File: src/rtl/bounded_updown_counter.sv
// -----------------------------------------------------------------------------
// bounded_updown_counter
//   Up/down counter with a runtime step size, inclusive lower/upper limits and
//   four end-of-range behaviours: wrap, saturate, bounce (ping-pong) and
//   one-shot. It also provides a synchronous clear, a clamped parallel load,
//   a terminal-count pulse, a held one-shot done flag and a sticky overshoot
//   flag. It is the shared timebase/sequencer primitive for PWM, scan and
//   timer blocks.
//
// Ports
//   clk         in   1       clock, rising edge
//   reset       in   1       asynchronous reset, active-low
//   clr_i       in   1       sync clear: count<=lo, direction<=up, done/ovf<=0
//   load_i      in   1       sync load of load_val_i clamped to [lo_i,hi_i]
//   load_val_i  in   WIDTH   parallel load value
//   en_i        in   1       step enable (0 = pause, count holds)
//   dir_i       in   1       1=up, 0=down; ignored in bounce mode
//   mode_i      in   2       00 wrap, 01 saturate, 10 bounce, 11 one-shot
//   step_i      in   STEP_W  unsigned step magnitude
//   lo_i, hi_i  in   WIDTH   inclusive limits, lo_i<=hi_i expected
//   count_o     out  WIDTH   registered count
//   dir_out_o   out  1       registered effective direction
//   tc_o        out  1       registered pulse: a step reached the travel limit
//   done_o      out  1       one-shot finished (held until clr/load)
//   ovf_o       out  1       sticky: a step overshot a limit
//   cfg_err_o   out  1       combinational: lo_i > hi_i
// -----------------------------------------------------------------------------

// Protocol checker: invariants the counter must keep every cycle.
module bounded_updown_counter_chk #(
  parameter int unsigned WIDTH = 8
) (
  input logic             clk,
  input logic             reset,
  input logic             clr_i,
  input logic             load_i,
  input logic [WIDTH-1:0] lo_i,
  input logic [WIDTH-1:0] hi_i,
  input logic [WIDTH-1:0] count_o,
  input logic             tc_o,
  input logic             done_o,
  input logic             ovf_o,
  input logic             cfg_err_o
);

  // A clear lands on the lower limit with every flag cleared.
  a_clr: assert property (@(posedge clk) disable iff (!reset)
    clr_i |=> (count_o == $past(lo_i)) && !ovf_o && !done_o && !tc_o);

  // A load (without clear) drops done, tc and ovf.
  a_load: assert property (@(posedge clk) disable iff (!reset)
    (load_i && !clr_i) |=> !done_o && !tc_o && !ovf_o);

  // done and ovf only fall through clear, load or reset.
  a_done_held: assert property (@(posedge clk) disable iff (!reset)
    (done_o && !clr_i && !load_i) |=> done_o);
  a_ovf_sticky: assert property (@(posedge clk) disable iff (!reset)
    (ovf_o && !clr_i && !load_i) |=> ovf_o);

  // cfg_err mirrors the limit ordering and freezes stepping.
  a_cfg_err: assert property (@(posedge clk) disable iff (!reset)
    cfg_err_o == (lo_i > hi_i));
  a_cfg_freeze: assert property (@(posedge clk) disable iff (!reset)
    (cfg_err_o && !clr_i && !load_i) |=> !tc_o && $stable(count_o));

endmodule

module bounded_updown_counter #(
  parameter int unsigned WIDTH     = 8,
  parameter int unsigned STEP_W    = 4,
  parameter int unsigned RESET_VAL = 0
) (
  input  logic              clk,
  input  logic              reset,
  input  logic              clr_i,
  input  logic              load_i,
  input  logic [WIDTH-1:0]  load_val_i,
  input  logic              en_i,
  input  logic              dir_i,
  input  logic [1:0]        mode_i,
  input  logic [STEP_W-1:0] step_i,
  input  logic [WIDTH-1:0]  lo_i,
  input  logic [WIDTH-1:0]  hi_i,
  output logic [WIDTH-1:0]  count_o,
  output logic              dir_out_o,
  output logic              tc_o,
  output logic              done_o,
  output logic              ovf_o,
  output logic              cfg_err_o
);

  // Intermediates are wide enough that count+step and lo+step never wrap.
  localparam int unsigned EXT_W = WIDTH + STEP_W + 1;

  localparam logic [1:0] MODE_WRAP    = 2'b00;
  localparam logic [1:0] MODE_SAT     = 2'b01;
  localparam logic [1:0] MODE_BOUNCE  = 2'b10;
  localparam logic [1:0] MODE_ONESHOT = 2'b11;

  localparam logic [WIDTH-1:0] RESET_COUNT = WIDTH'(RESET_VAL);

  // State registers and their next-state values.
  logic [WIDTH-1:0] count_q, count_d;
  logic             dir_state_q, dir_state_d;
  logic             dir_out_q, dir_out_d;
  logic             tc_q, tc_d;
  logic             done_q, done_d;
  logic             ovf_q, ovf_d;

  // Combinational helpers.
  logic [EXT_W-1:0] count_x_s;
  logic [EXT_W-1:0] step_x_s;
  logic [EXT_W-1:0] lo_x_s;
  logic [EXT_W-1:0] hi_x_s;
  logic [EXT_W-1:0] sum_up_s;
  logic [EXT_W-1:0] lo_plus_s;
  logic [EXT_W-1:0] diff_dn_s;
  logic             up_eff_s;
  logic             over_up_s;
  logic             land_up_s;
  logic             over_dn_s;
  logic             land_dn_s;
  logic             over_s;
  logic             limit_hit_s;
  logic             step_ok_s;
  logic             cfg_err_s;
  logic [WIDTH-1:0] load_floor_s;
  logic [WIDTH-1:0] load_clamp_s;

  // Limit comparisons, step qualification and load clamping.
  always_comb begin
    count_x_s = EXT_W'(count_q);
    step_x_s  = EXT_W'(step_i);
    lo_x_s    = EXT_W'(lo_i);
    hi_x_s    = EXT_W'(hi_i);
    sum_up_s  = count_x_s + step_x_s;
    lo_plus_s = lo_x_s + step_x_s;
    // Only used when the down step does not overshoot, so it never underflows.
    diff_dn_s = count_x_s - step_x_s;

    over_up_s = (sum_up_s > hi_x_s);
    land_up_s = (sum_up_s == hi_x_s);
    over_dn_s = (count_x_s < lo_plus_s);
    land_dn_s = (count_x_s == lo_plus_s);

    cfg_err_s = (lo_i > hi_i);

    if (mode_i == MODE_BOUNCE) begin
      up_eff_s = dir_state_q;
    end else begin
      up_eff_s = dir_i;
    end

    if (up_eff_s) begin
      over_s      = over_up_s;
      limit_hit_s = over_up_s | land_up_s;
    end else begin
      over_s      = over_dn_s;
      limit_hit_s = over_dn_s | land_dn_s;
    end

    step_ok_s = en_i & ~done_q & ~cfg_err_s & (step_i != {STEP_W{1'b0}});

    // min(max(load_val, lo), hi)
    if (load_val_i < lo_i) begin
      load_floor_s = lo_i;
    end else begin
      load_floor_s = load_val_i;
    end
    if (load_floor_s > hi_i) begin
      load_clamp_s = hi_i;
    end else begin
      load_clamp_s = load_floor_s;
    end
  end

  // Next-state selection: clear, then load, then a qualified step, else hold.
  always_comb begin
    count_d     = count_q;
    dir_state_d = dir_state_q;
    done_d      = done_q;
    ovf_d       = ovf_q;
    tc_d        = 1'b0;

    if (clr_i) begin
      count_d     = lo_i;
      dir_state_d = 1'b1;
      done_d      = 1'b0;
      ovf_d       = 1'b0;
    end else if (load_i) begin
      count_d = load_clamp_s;
      done_d  = 1'b0;
      ovf_d   = 1'b0;
    end else if (step_ok_s) begin
      tc_d  = limit_hit_s;
      ovf_d = ovf_q | over_s;

      if (!limit_hit_s) begin
        if (up_eff_s) begin
          count_d = sum_up_s[WIDTH-1:0];
        end else begin
          count_d = diff_dn_s[WIDTH-1:0];
        end
      end else if (over_s && (mode_i == MODE_WRAP)) begin
        // Wrap restarts at the opposite limit; any remainder is dropped.
        if (up_eff_s) begin
          count_d = lo_i;
        end else begin
          count_d = hi_i;
        end
      end else begin
        if (up_eff_s) begin
          count_d = hi_i;
        end else begin
          count_d = lo_i;
        end
      end

      case (mode_i)
        MODE_BOUNCE: begin
          if (limit_hit_s) begin
            dir_state_d = ~up_eff_s;
          end else begin
            dir_state_d = dir_state_q;
          end
        end
        MODE_ONESHOT: begin
          if (limit_hit_s) begin
            done_d = 1'b1;
          end else begin
            done_d = done_q;
          end
        end
        MODE_WRAP, MODE_SAT: begin
          dir_state_d = dir_state_q;
        end
        default: begin
          dir_state_d = dir_state_q;
        end
      endcase
    end else begin
      count_d = count_q;
    end

    // Report the direction that will govern the next step.
    if (mode_i == MODE_BOUNCE) begin
      dir_out_d = dir_state_d;
    end else begin
      dir_out_d = dir_i;
    end
  end

  // Counter state with asynchronous active-low reset.
  always_ff @(posedge clk or negedge reset) begin
    if (!reset) begin
      count_q     <= RESET_COUNT;
      dir_state_q <= 1'b1;
      dir_out_q   <= 1'b1;
      tc_q        <= 1'b0;
      done_q      <= 1'b0;
      ovf_q       <= 1'b0;
    end else begin
      count_q     <= count_d;
      dir_state_q <= dir_state_d;
      dir_out_q   <= dir_out_d;
      tc_q        <= tc_d;
      done_q      <= done_d;
      ovf_q       <= ovf_d;
    end
  end

  assign count_o   = count_q;
  assign dir_out_o = dir_out_q;
  assign tc_o      = tc_q;
  assign done_o    = done_q;
  assign ovf_o     = ovf_q;
  assign cfg_err_o = cfg_err_s;

  bounded_updown_counter_chk #(
    .WIDTH (WIDTH)
  ) u_chk (
    .clk       (clk),
    .reset     (reset),
    .clr_i     (clr_i),
    .load_i    (load_i),
    .lo_i      (lo_i),
    .hi_i      (hi_i),
    .count_o   (count_q),
    .tc_o      (tc_q),
    .done_o    (done_q),
    .ovf_o     (ovf_q),
    .cfg_err_o (cfg_err_s)
  );

endmodule
File: config.mk
export PLATFORM = sky130hd
export DESIGN_NAME = bounded_updown_counter
export DESIGN_NICKNAME = d
export VERILOG_FILES = /design/src/rtl/bounded_updown_counter.sv
export SDC_FILE = /design/constraint.sdc
export NUM_CORES = 1
export LEC_CHECK = 0
export BUFFER_PORTS_ARGS = -buffer_cell sky130_fd_sc_hd__buf_4
export CORE_ASPECT_RATIO = 1.2
export CORE_UTILIZATION = 25
export CTS_BUF_LIST = sky130_fd_sc_hd__clkbuf_8
export DETAILED_ROUTE_END_ITERATION = 8
export HOLD_SLACK_MARGIN = 0.05
export SYNTH_ARGS = -nofsm -noshare
export SYNTH_HDL_FRONTEND = slang
export SYNTH_HIERARCHICAL = 1
export SYNTH_SLANG_ARGS = --single-unit
File: constraint.sdc
create_clock -name clk -period 9.7 [get_ports clk]
set_clock_uncertainty 0.1 [all_clocks]
set_input_delay 0.97 -clock clk [delete_from_list [all_inputs] [get_ports clk]]
set_output_delay 0.97 -clock clk [all_outputs]
set_load 0.02 [all_outputs]
==> results of run 1 <==
[logic make-up after synthesis]
family / count (synthesis) / share of synthesized area
DFF: 13 / 0.114
adders and majority gates: 54 / 0.242
buffers and inverters: 48 / 0.0698
muxes: 11 / 0.0390
xor gates and xnor gates: 17 / 0.0516
AOI/OAI and AO/OA: 110 / 0.293
and+or+nand+nor: 107 / 0.191
[worst reg2reg max path, stage by stage (launching register included)]
cell      delay, ps
dfrtp_1         460
ha_1            250
fa_1            460
nand2b_4        120
a21oi_1          90
nor2_1          130
xnor2_1         130
ha_1            270
a211oi_1        210
o211ai_1        110
o221ai_1        280
nand3_1         200
a21oi_2         520
or4b_1          480
a31oi_1         170
[stage by stage]
step / power [mW] / hold WS (ps) / util / instances / cell area [um^2]
6_report: 0.445 / 427 / 0.307 / 553 / 3420
3_3_place_gp: 0.386 / 421 / 0.303 / 549 / 3370
5_1_grt: 0.480 / 479 / 0.307 / 553 / 3420
3_5_place_dp: 0.392 / 413 / 0.303 / 549 / 3370
2_1_floorplan: 0.304 / 449 / - / 360 / 2890
4_1_cts: 0.444 / 428 / 0.307 / 553 / 3420
[layout make-up]
type / count / area (um^2)
clock buffers: 3 / 41.3
clock inverters: 1 / 3.75
fillers: 1234 / 7720
inverters: 34 / 128
multi-input cells: 299 / 2360
flip-flops and latches: 13 / 328
well taps: 154 / 193
repair buffers: 49 / 368
[routing by layer]
metal | track usage | vias up | part of all wire
li1 | - | 1429 | -
met1 | 0.193 | 1356 | 0.43
met2 | 0.283 | 92 | 0.50
met3 | 0.00874 | 12 | 0.037
met4 | 0.0534 | 0 | 0.027
met5 | 0 | - | 0
[power breakdown]
group | internal (mW) | total [mW] | switching (mW)
Sequential | 0.0626 | 0.0868 | 0.0241
Combinational | 0.132 | 0.309 | 0.176
Clock | 0.0280 | 0.0496 | 0.0216
[Yosys cell counts, drive strengths merged, types with 4 or more instances]
library cell	instances	area (um^2)
a2111oi	5	68.8
a211o	7	61.3
a21o	6	45.0
a21oi	24	128
a31oi	4	25.0
and2	4	25.0
and3	4	25.0
buf	9	55.0
clkbuf	5	18.8
dfrtp	11	275
ha	51	638
inv	33	124
mux2i	9	90.1
nand2	28	108
nand2b	5	41.3
nand3	9	45.0
nand4	4	25.0
nor2	26	97.6
nor2b	6	37.5
nor3	5	25.0
nor3b	4	30.0
o211ai	11	82.6
o21a	6	45.0
o21ai	14	73.8
xnor2	11	96.3
xor2	6	52.6
[registers in the layout, indices dropped and copies added (netlist names)]
register	count
count_o	8
dir_out_o	1
dir_state_q	1
done_o	1
ovf_o	1
tc_o	1
[path summary, 6_finish.rpt]
kind                            start          end  cells past startpoint  slack, ps
max                           lo_i[1]   count_o[6]                     17       5060
min                            done_o       done_o                      2        430
max reg2reg                count_o[0]   count_o[6]                     14       5630
min reg2reg                    done_o       done_o                      2        430
max in group asynchronous       reset  dir_state_q                      1       8790
min in group asynchronous       reset   count_o[6]                      1        470
==> results.sh, run 1 <==
export IMPL_period_share=0.478
export IMPL_root_buffer="clkbuf_8"
export IMPL_die_height_um=120
export IMPL_firstDrtPassIters=5
export IMPL_grt_overflow=0
export IMPL_critPathBufInv=3
export IMPL_critPathCaptureType="flop"
export IMPL_postCtsSetupRepairBufs=0
export IMPL_cts_max_level=1
export IMPL_drive_above_1_share=0.175
export IMPL_clockBufferDepth=2
export IMPL_synth_nets=450
export IMPL_cts_tree="built"
export IMPL_die_area_um2=12000
export IMPL_grt_max_degree=20
export IMPL_worst_slack_ps=5060
export IMPL_synthCells=360
export IMPL_postCtsHoldBufs=0
export IMPL_dp_slack_ps=4910
export IMPL_wl_per_cell_um=17.0
export IMPL_drc_errors=0
export IMPL_ir_drop_mv=0.0467
export IMPL_hpwlAfterDp_um=7780
export IMPL_setup_tns_ps=0
export IMPL_vias=2889
export IMPL_ys_types=70
export IMPL_arrival_ps=4660
export IMPL_avgSynthCellArea_um2=8.01
export IMPL_cts_inserted_buffers=3
export IMPL_place_port_buffers=48
export IMPL_seq_area_frac_synth=0.114
export IMPL_wirelength_um=9410
export IMPL_leakage_nw=1.57
export IMPL_diodes=0
export IMPL_report_final_slew_viol_count=0
export IMPL_path_class="primary input to flop"
export IMPL_slowest_delay_ps=480
export IMPL_hold_viol=0
export IMPL_routed_via_density=5.22
export IMPL_ys_warn_count=6
export IMPL_cts_repair_resized=0
export IMPL_antenna_found_initial=0
export IMPL_yosys_most_used_dff="dfrtp_1"
export IMPL_final_common_cell="ha_1"
export IMPL_synth_edf_count=0
export IMPL_netlist_area_um2=2890
export IMPL_fin_nets=490
export IMPL_clk_pin_slew_ps=60
export IMPL_cts_sinks=13
export IMPL_layout_common_cells="51 x ha_1, 49 x buf_4, 34 x inv_1, 27 x nand2_1, 26 x nor2_1"
export IMPL_drv_cap=0
export IMPL_track_usage=0.156
export IMPL_ios=49
export IMPL_die_w_um=100
export IMPL_outcome="complete, no violations"
export IMPL_rsz0062_at_grt="false"
export IMPL_gp_routability_congestion=0.915
export IMPL_power_density_nw_per_um2=130
export IMPL_clk_latency_ps=250
export IMPL_min_path_type="flop to flop"
export IMPL_start_util=0.259
export IMPL_core_area_um2=11100
export IMPL_finalSetupViolations=0
export IMPL_antenna_left=0
export IMPL_synthToLayoutAreaGrowth_pct=18.4
export IMPL_grt_pass1_wl_um=14600
export IMPL_max_slew_worst_pin_slew_ps=779
export IMPL_worst_path_max_delay_cell="o21ai_1"
export IMPL_crit_fanout=15
export IMPL_drtIter0Drc=163
export IMPL_cp_start_kind="primary input"
export IMPL_worstPathRequired_ps=9730
export IMPL_slew_headroom=0.477
export IMPL_critPathTopFamily="compound AO/OA/AOI/OAI gates"
export IMPL_finalCriticalPeriod_ps=4640
export IMPL_fmaxAchievable_mhz=216
export IMPL_grt_pass1_vias=2892
export IMPL_synth_seq_cells=13
export IMPL_num_rows=42
export IMPL_crit_path_cell_trace="buf_4, inv_1, ha_1, nand2_1, o21ai_0, a21oi_1, o21ai_1, mux2i_1, inv_1, ha_1, a21o_1, a21oi_1, o211ai_1, nand2_1, mux2_2, o21ai_0, a31oi_1"
export IMPL_async_reset_ff_frac=1.00
(Power assumes the default switching activity.)
==> run 2, diff against run 1 <==
==> constraint.sdc (replaced) <==
create_clock -name clk -period 4.4 [get_ports clk]
set_clock_uncertainty 0.1 [all_clocks]
set_input_delay 0.44 -clock clk [delete_from_list [all_inputs] [get_ports clk]]
set_output_delay 0.44 -clock clk [all_outputs]
set_load 0.02 [all_outputs]
==> run 2 against run 1 <==
  * Global-route usage increased by 0.96 points
  * Sequential share of layout area fell by 0.13 points
  * First-iteration DRC count increased by 5.5%
  * Hold slack lost 92 ps
  * Worst setup slack worse by 4600 ps
  * Combinational power rose by 130%
  * Register-to-register slack got worse by 5200 ps
  * Core utilization increased by 0.43 points
  * Clock-buffer cell count did not move
  * Clock power is 120% higher
  * Cell area grew 1.4%
  * Wire length grew 1.8%
  * Critical endpoint is now count_o[3]
  * Highest routed layer unchanged
==> results.sh, run 2 (synthesized netlist as in run 1, its figures left out) <==
export IMPL_hpwlAfterDp_um=8070
export IMPL_rsz0062_at_grt="false"
export IMPL_max_slew_worst_pin_slew_ps=797
export IMPL_antenna_found_initial=0
export IMPL_slowest_delay_ps=540
export IMPL_ios=49
export IMPL_core_area_um2=11100
export IMPL_clk_latency_ps=240
export IMPL_diodes=0
export IMPL_grt_overflow=0
export IMPL_die_area_um2=12000
export IMPL_fin_hold_ws_ps=336
export IMPL_report_final_slew_viol_count=0
export IMPL_worst_slack_ps=446
export IMPL_critPathCaptureType="flop"
export IMPL_final_common_cell="buf_4"
export IMPL_power_density_nw_per_um2=289
export IMPL_grt_max_degree=20
export IMPL_path_class="flop to flop"
export IMPL_postCtsHoldBufs=1
export IMPL_grt_pass1_vias=3118
export IMPL_clk_pin_slew_ps=60
export IMPL_worst_path_max_delay_cell="o41a_1"
export IMPL_cp_start_kind="flop"
export IMPL_leakage_nw=1.60
export IMPL_drtIter0Drc=172
export IMPL_cts_repair_resized=0
export IMPL_ir_drop_mv=0.0865
export IMPL_placed_cells_incl_taps=554
export IMPL_wl_per_cell_um=17.1
export IMPL_firstDrtPassIters=5
export IMPL_critPathBufInv=0
export IMPL_drc_errors=0
export IMPL_crit_path_cell_trace="ha_1, o41a_1, nor2_1, xor2_1, ha_1, nand4_1, nor2_1, a2111oi_0, o2bb2ai_2, a2111oi_0, a211o_1"
export IMPL_vias=2982
export IMPL_crit_fanout=19
export IMPL_synthToLayoutAreaGrowth_pct=20.1
export IMPL_critPathTopFamily="compound AO/OA/AOI/OAI gates"
export IMPL_die_w_um=100
export IMPL_cts_max_level=1
export IMPL_layout_common_cells="54 x buf_4, 51 x ha_1, 34 x inv_1, 27 x nand2_1, 26 x nor2_1"
export IMPL_track_usage=0.165
export IMPL_min_path_type="primary input to flop"
export IMPL_cts_sinks=13
export IMPL_wirelength_um=9580
export IMPL_grt_pass1_wl_um=15700
export IMPL_outcome="complete, no violations"
export IMPL_finalCriticalPeriod_ps=3950
export IMPL_num_rows=42
export IMPL_start_util=0.259
export IMPL_slew_headroom=0.465
export IMPL_drive_above_1_share=0.185
export IMPL_arrival_ps=3980
export IMPL_stdcell_area_um2=3460
export IMPL_largest_reg_flops=8
export IMPL_die_height_um=120
export IMPL_antenna_left=0
export IMPL_final_cells=559
export IMPL_dp_slack_ps=349
export IMPL_clockBufferDepth=2
export IMPL_finalSetupViolations=0
export IMPL_routed_via_density=5.33
export IMPL_fin_nets=496
export IMPL_hold_viol=0
export IMPL_period_share=0.899
export IMPL_cts_tree="built"
export IMPL_place_port_buffers=48
export IMPL_worstPathRequired_ps=4430
export IMPL_setup_tns_ps=0
export IMPL_drv_cap=0
export IMPL_placed_area_um2=3410
export IMPL_postCtsSetupRepairBufs=0
export IMPL_root_buffer="clkbuf_8"
export IMPL_gp_routability_congestion=0.899
export IMPL_cts_inserted_buffers=3
export IMPL_fmaxAchievable_mhz=253
-- run 2: through the flow --
step	util	power [mW]
after floorplan	-	0.671
after global placement	0.306	0.866
after detailed placement	0.306	0.883
after CTS	0.311	0.995
after global routing	0.311	1.09
final	0.311	1.00
-- run 2: worst min-delay path: stages --
cell and delay, ps:
buf_4 130, nand2_1 50, o21ai_1 60
-- run 2: path summary, 6_finish.rpt --
| kind | start | to | slack [ps] | cells after the start |
|---|---|---|---|---|
| min in group asynchronous | reset | done_o | 490 | 2 |
| max in group asynchronous | reset | dir_state_q | 3470 | 2 |
| hold reg to reg | done_o | done_o | 430 | 2 |
| hold / removal | dir_i | dir_out_o | 340 | 3 |
| setup / recovery | count_o[3] | count_o[3] | 450 | 11 |
| setup reg to reg | count_o[3] | count_o[3] | 450 | 11 |
-- run 2: area by class of cell --
cell class | instances | area (um^2)
Fill cell | 1243 | 7680
Multi-Input combinational cell | 299 | 2360
Timing Repair Buffer | 55 | 415
Sequential cell | 13 | 328
Tap cell | 154 | 193
Inverter | 34 | 128
Clock buffer | 3 | 41.3
Clock inverter | 1 | 3.75
-- run 2: where the power goes --
part / total (mW) / internal [mW] / switching, mW
combinational: 0.716 / 0.303 / 0.413
sequential: 0.175 / 0.138 / 0.0365
clock: 0.108 / 0.0617 / 0.0468
total: 1.00 / 0.504 / 0.496
-- run 2: routing by layer --
metal | track usage | vias to the layer above | wire length [um]
li1 | - | 1444 | -
met1 | 0.204 | 1426 | 4200
met2 | 0.291 | 91 | 4670
met3 | 0.0163 | 21 | 364
met4 | 0.0688 | 0 | 340
met5 | 0 | - | 0
==> run 3, diff against run 2 <==
==> constraint.sdc (replaced) <==
create_clock -name clk -period 4.4 [get_ports clk]
set_clock_uncertainty 0.1 [all_clocks]
set_input_delay 0.66 -clock clk [delete_from_list [all_inputs] [get_ports clk]]
set_output_delay 0.66 -clock clk [all_outputs]
set_load 0.02 [all_outputs]
==> run 3 against run 2 <==
  * Sequential cell count is the same
  * Clock power is essentially flat
  * Largest cell class unchanged
  * Hold slack lost 180 ps
  * Core utilization grew 0.067 points
  * Non-clock buffer count grew 1
  * Combinational power is essentially flat
  * Wire length grew 0.50%
==> results.sh, run 3 (synthesized netlist as in run 1, its figures left out) <==
export IMPL_grt_max_degree=20
export IMPL_power_density_nw_per_um2=288
export IMPL_grt_pass1_wl_um=15700
export IMPL_fmaxAchievable_mhz=250
export IMPL_worstPathRequired_ps=4440
export IMPL_rsz0062_at_grt="false"
export IMPL_critPathBufInv=3
export IMPL_place_port_buffers=48
export IMPL_critPathTopFamily="compound AO/OA/AOI/OAI gates"
export IMPL_setup_tns_ps=0
export IMPL_vias=2951
export IMPL_wirelength_um=9620
export IMPL_max_slew_worst_pin_slew_ps=768
export IMPL_reg2reg_to="count_o[3]"
export IMPL_drive_above_1_share=0.192
export IMPL_core_area_um2=11100
export IMPL_grt_pass1_vias=3119
export IMPL_drtIter0Drc=196
export IMPL_reg2reg_from="count_o[3]"
export IMPL_layout_common_cells="56 x buf_4, 51 x ha_1, 34 x inv_1, 26 x nor2_1, 26 x nand2_1"
export IMPL_drc_errors=0
export IMPL_die_w_um=100
export IMPL_clk_latency_ps=250
export IMPL_fin_nets=497
export IMPL_postCtsSetupRepairBufs=0
export IMPL_finalSetupViolations=0
export IMPL_hpwlAfterDp_um=8030
export IMPL_cts_inserted_buffers=3
export IMPL_clockBufferDepth=2
export IMPL_stdcell_area_um2=3470
export IMPL_antenna_left=0
export IMPL_cp_start_kind="primary input"
export IMPL_register_area_um2=328
export IMPL_ff2ff_setup_slack_ps=450
export IMPL_hold_viol=0
export IMPL_routed_via_density=5.27
export IMPL_firstDrtPassIters=5
export IMPL_num_rows=42
export IMPL_multiInputGateArea_um2=2360
export IMPL_antenna_found_initial=0
export IMPL_clk_pin_slew_ps=60
export IMPL_arrival_ps=4040
export IMPL_critPathCaptureType="flop"
export IMPL_crit_fanout=19
export IMPL_placed_area_um2=3420
export IMPL_die_height_um=120
export IMPL_cts_max_level=1
export IMPL_num_fill_cells=1209
export IMPL_cts_tree="built"
export IMPL_slowest_delay_ps=500
export IMPL_synthToLayoutAreaGrowth_pct=20.3
export IMPL_start_util=0.259
export IMPL_leakage_nw=1.60
export IMPL_outcome="complete, no violations"
export IMPL_period_share=0.910
export IMPL_grt_overflow=0
export IMPL_path_class="primary input to flop"
export IMPL_diodes=0
export IMPL_min_path_type="primary input to async pin"
export IMPL_r2r_cells=11
export IMPL_drv_cap=0
export IMPL_slew_headroom=0.485
export IMPL_root_buffer="clkbuf_8"
export IMPL_cts_sinks=13
export IMPL_final_common_cell="buf_4"
export IMPL_crit_path_cell_trace="buf_4, inv_1, ha_1, inv_1, a21oi_1, o41a_1, nor2_1, xor2_1, ha_1, nand4_1, nor2_1, a2111oi_0, o2bb2ai_2, a2111oi_0, a211o_1"
export IMPL_gp_routability_congestion=0.899
export IMPL_report_final_slew_viol_count=0
export IMPL_wl_per_cell_um=17.2
export IMPL_track_usage=0.166
export IMPL_ios=49
export IMPL_largest_reg_flops=8
export IMPL_ir_drop_mv=0.121
export IMPL_worst_path_max_delay_cell="a2111oi_0"
export IMPL_finalCriticalPeriod_ps=4010
export IMPL_die_area_um2=12000
==> run 3: cell types whose count changed in the layout (fill, tap and decap cells not counted), sizes merged <==
cell and delta:
dlygate4sd3 -1, buf +2
==> run 3: worst max-delay path by stage <==
| stage | slack (ps) | to | cells past startpoint | startpoint |
|---|---|---|---|---|
| floorplan | 520 | count_o[7] | 16 | lo_i[5] |
| global placement | 100 | count_o[6] | 18 | lo_i[1] |
| detailed placement | 30 | count_o[6] | 18 | lo_i[1] |
| CTS | 290 | count_o[6] | 18 | lo_i[1] |
| global route | 140 | count_o[6] | 18 | lo_i[1] |
| finish | 390 | count_o[3] | 15 | step_i[1] |
==> run 3: final cells by class <==
class	instances	share of cell area
clock buffers	3	0.0119
clock inverters	1	0.00108
well taps	154	0.0555
flip-flops and latches	13	0.0944
repair buffers	56	0.121
inverters	34	0.0368
multi-input cells	299	0.679
==> run 3: power breakdown <==
part | switching (mW) | total [mW] | leakage, nW | internal [mW]
logic | 0.412 | 0.715 | 1.42 | 0.304
clock network | 0.0490 | 0.111 | 0.0269 | 0.0618
registers | 0.0344 | 0.173 | 0.156 | 0.138
==> run 3: timing repair <==
action,4_1_cts,5_1_grt
gates resized for setup,0,1
setup endpoints to repair,0,1
hold buffers,0,0
==> run 3: metrics by stage <==
step | instances | power (mW) | worst slack, ps | utilization | hold WS, ps
final | 560 | 0.999 | 394 | 0.312 | 154
after detailed placement | 556 | 0.883 | 28.0 | 0.307 | 419
after global routing | 560 | 1.09 | 139 | 0.312 | 167
after CTS | 560 | 0.998 | 291 | 0.311 | 160
after global placement | 556 | 0.868 | 99.5 | 0.307 | 415
after floorplan | 360 | 0.671 | 518 | - | 264
==> run 3: layer usage <==
metal  track usage  vias up  wire length [um]
met1         0.208     1397              4170
met3        0.0105       22               343
met5             0        -                 0
met2         0.282       95              4630
li1              -     1437                 -
met4        0.0915        0               488
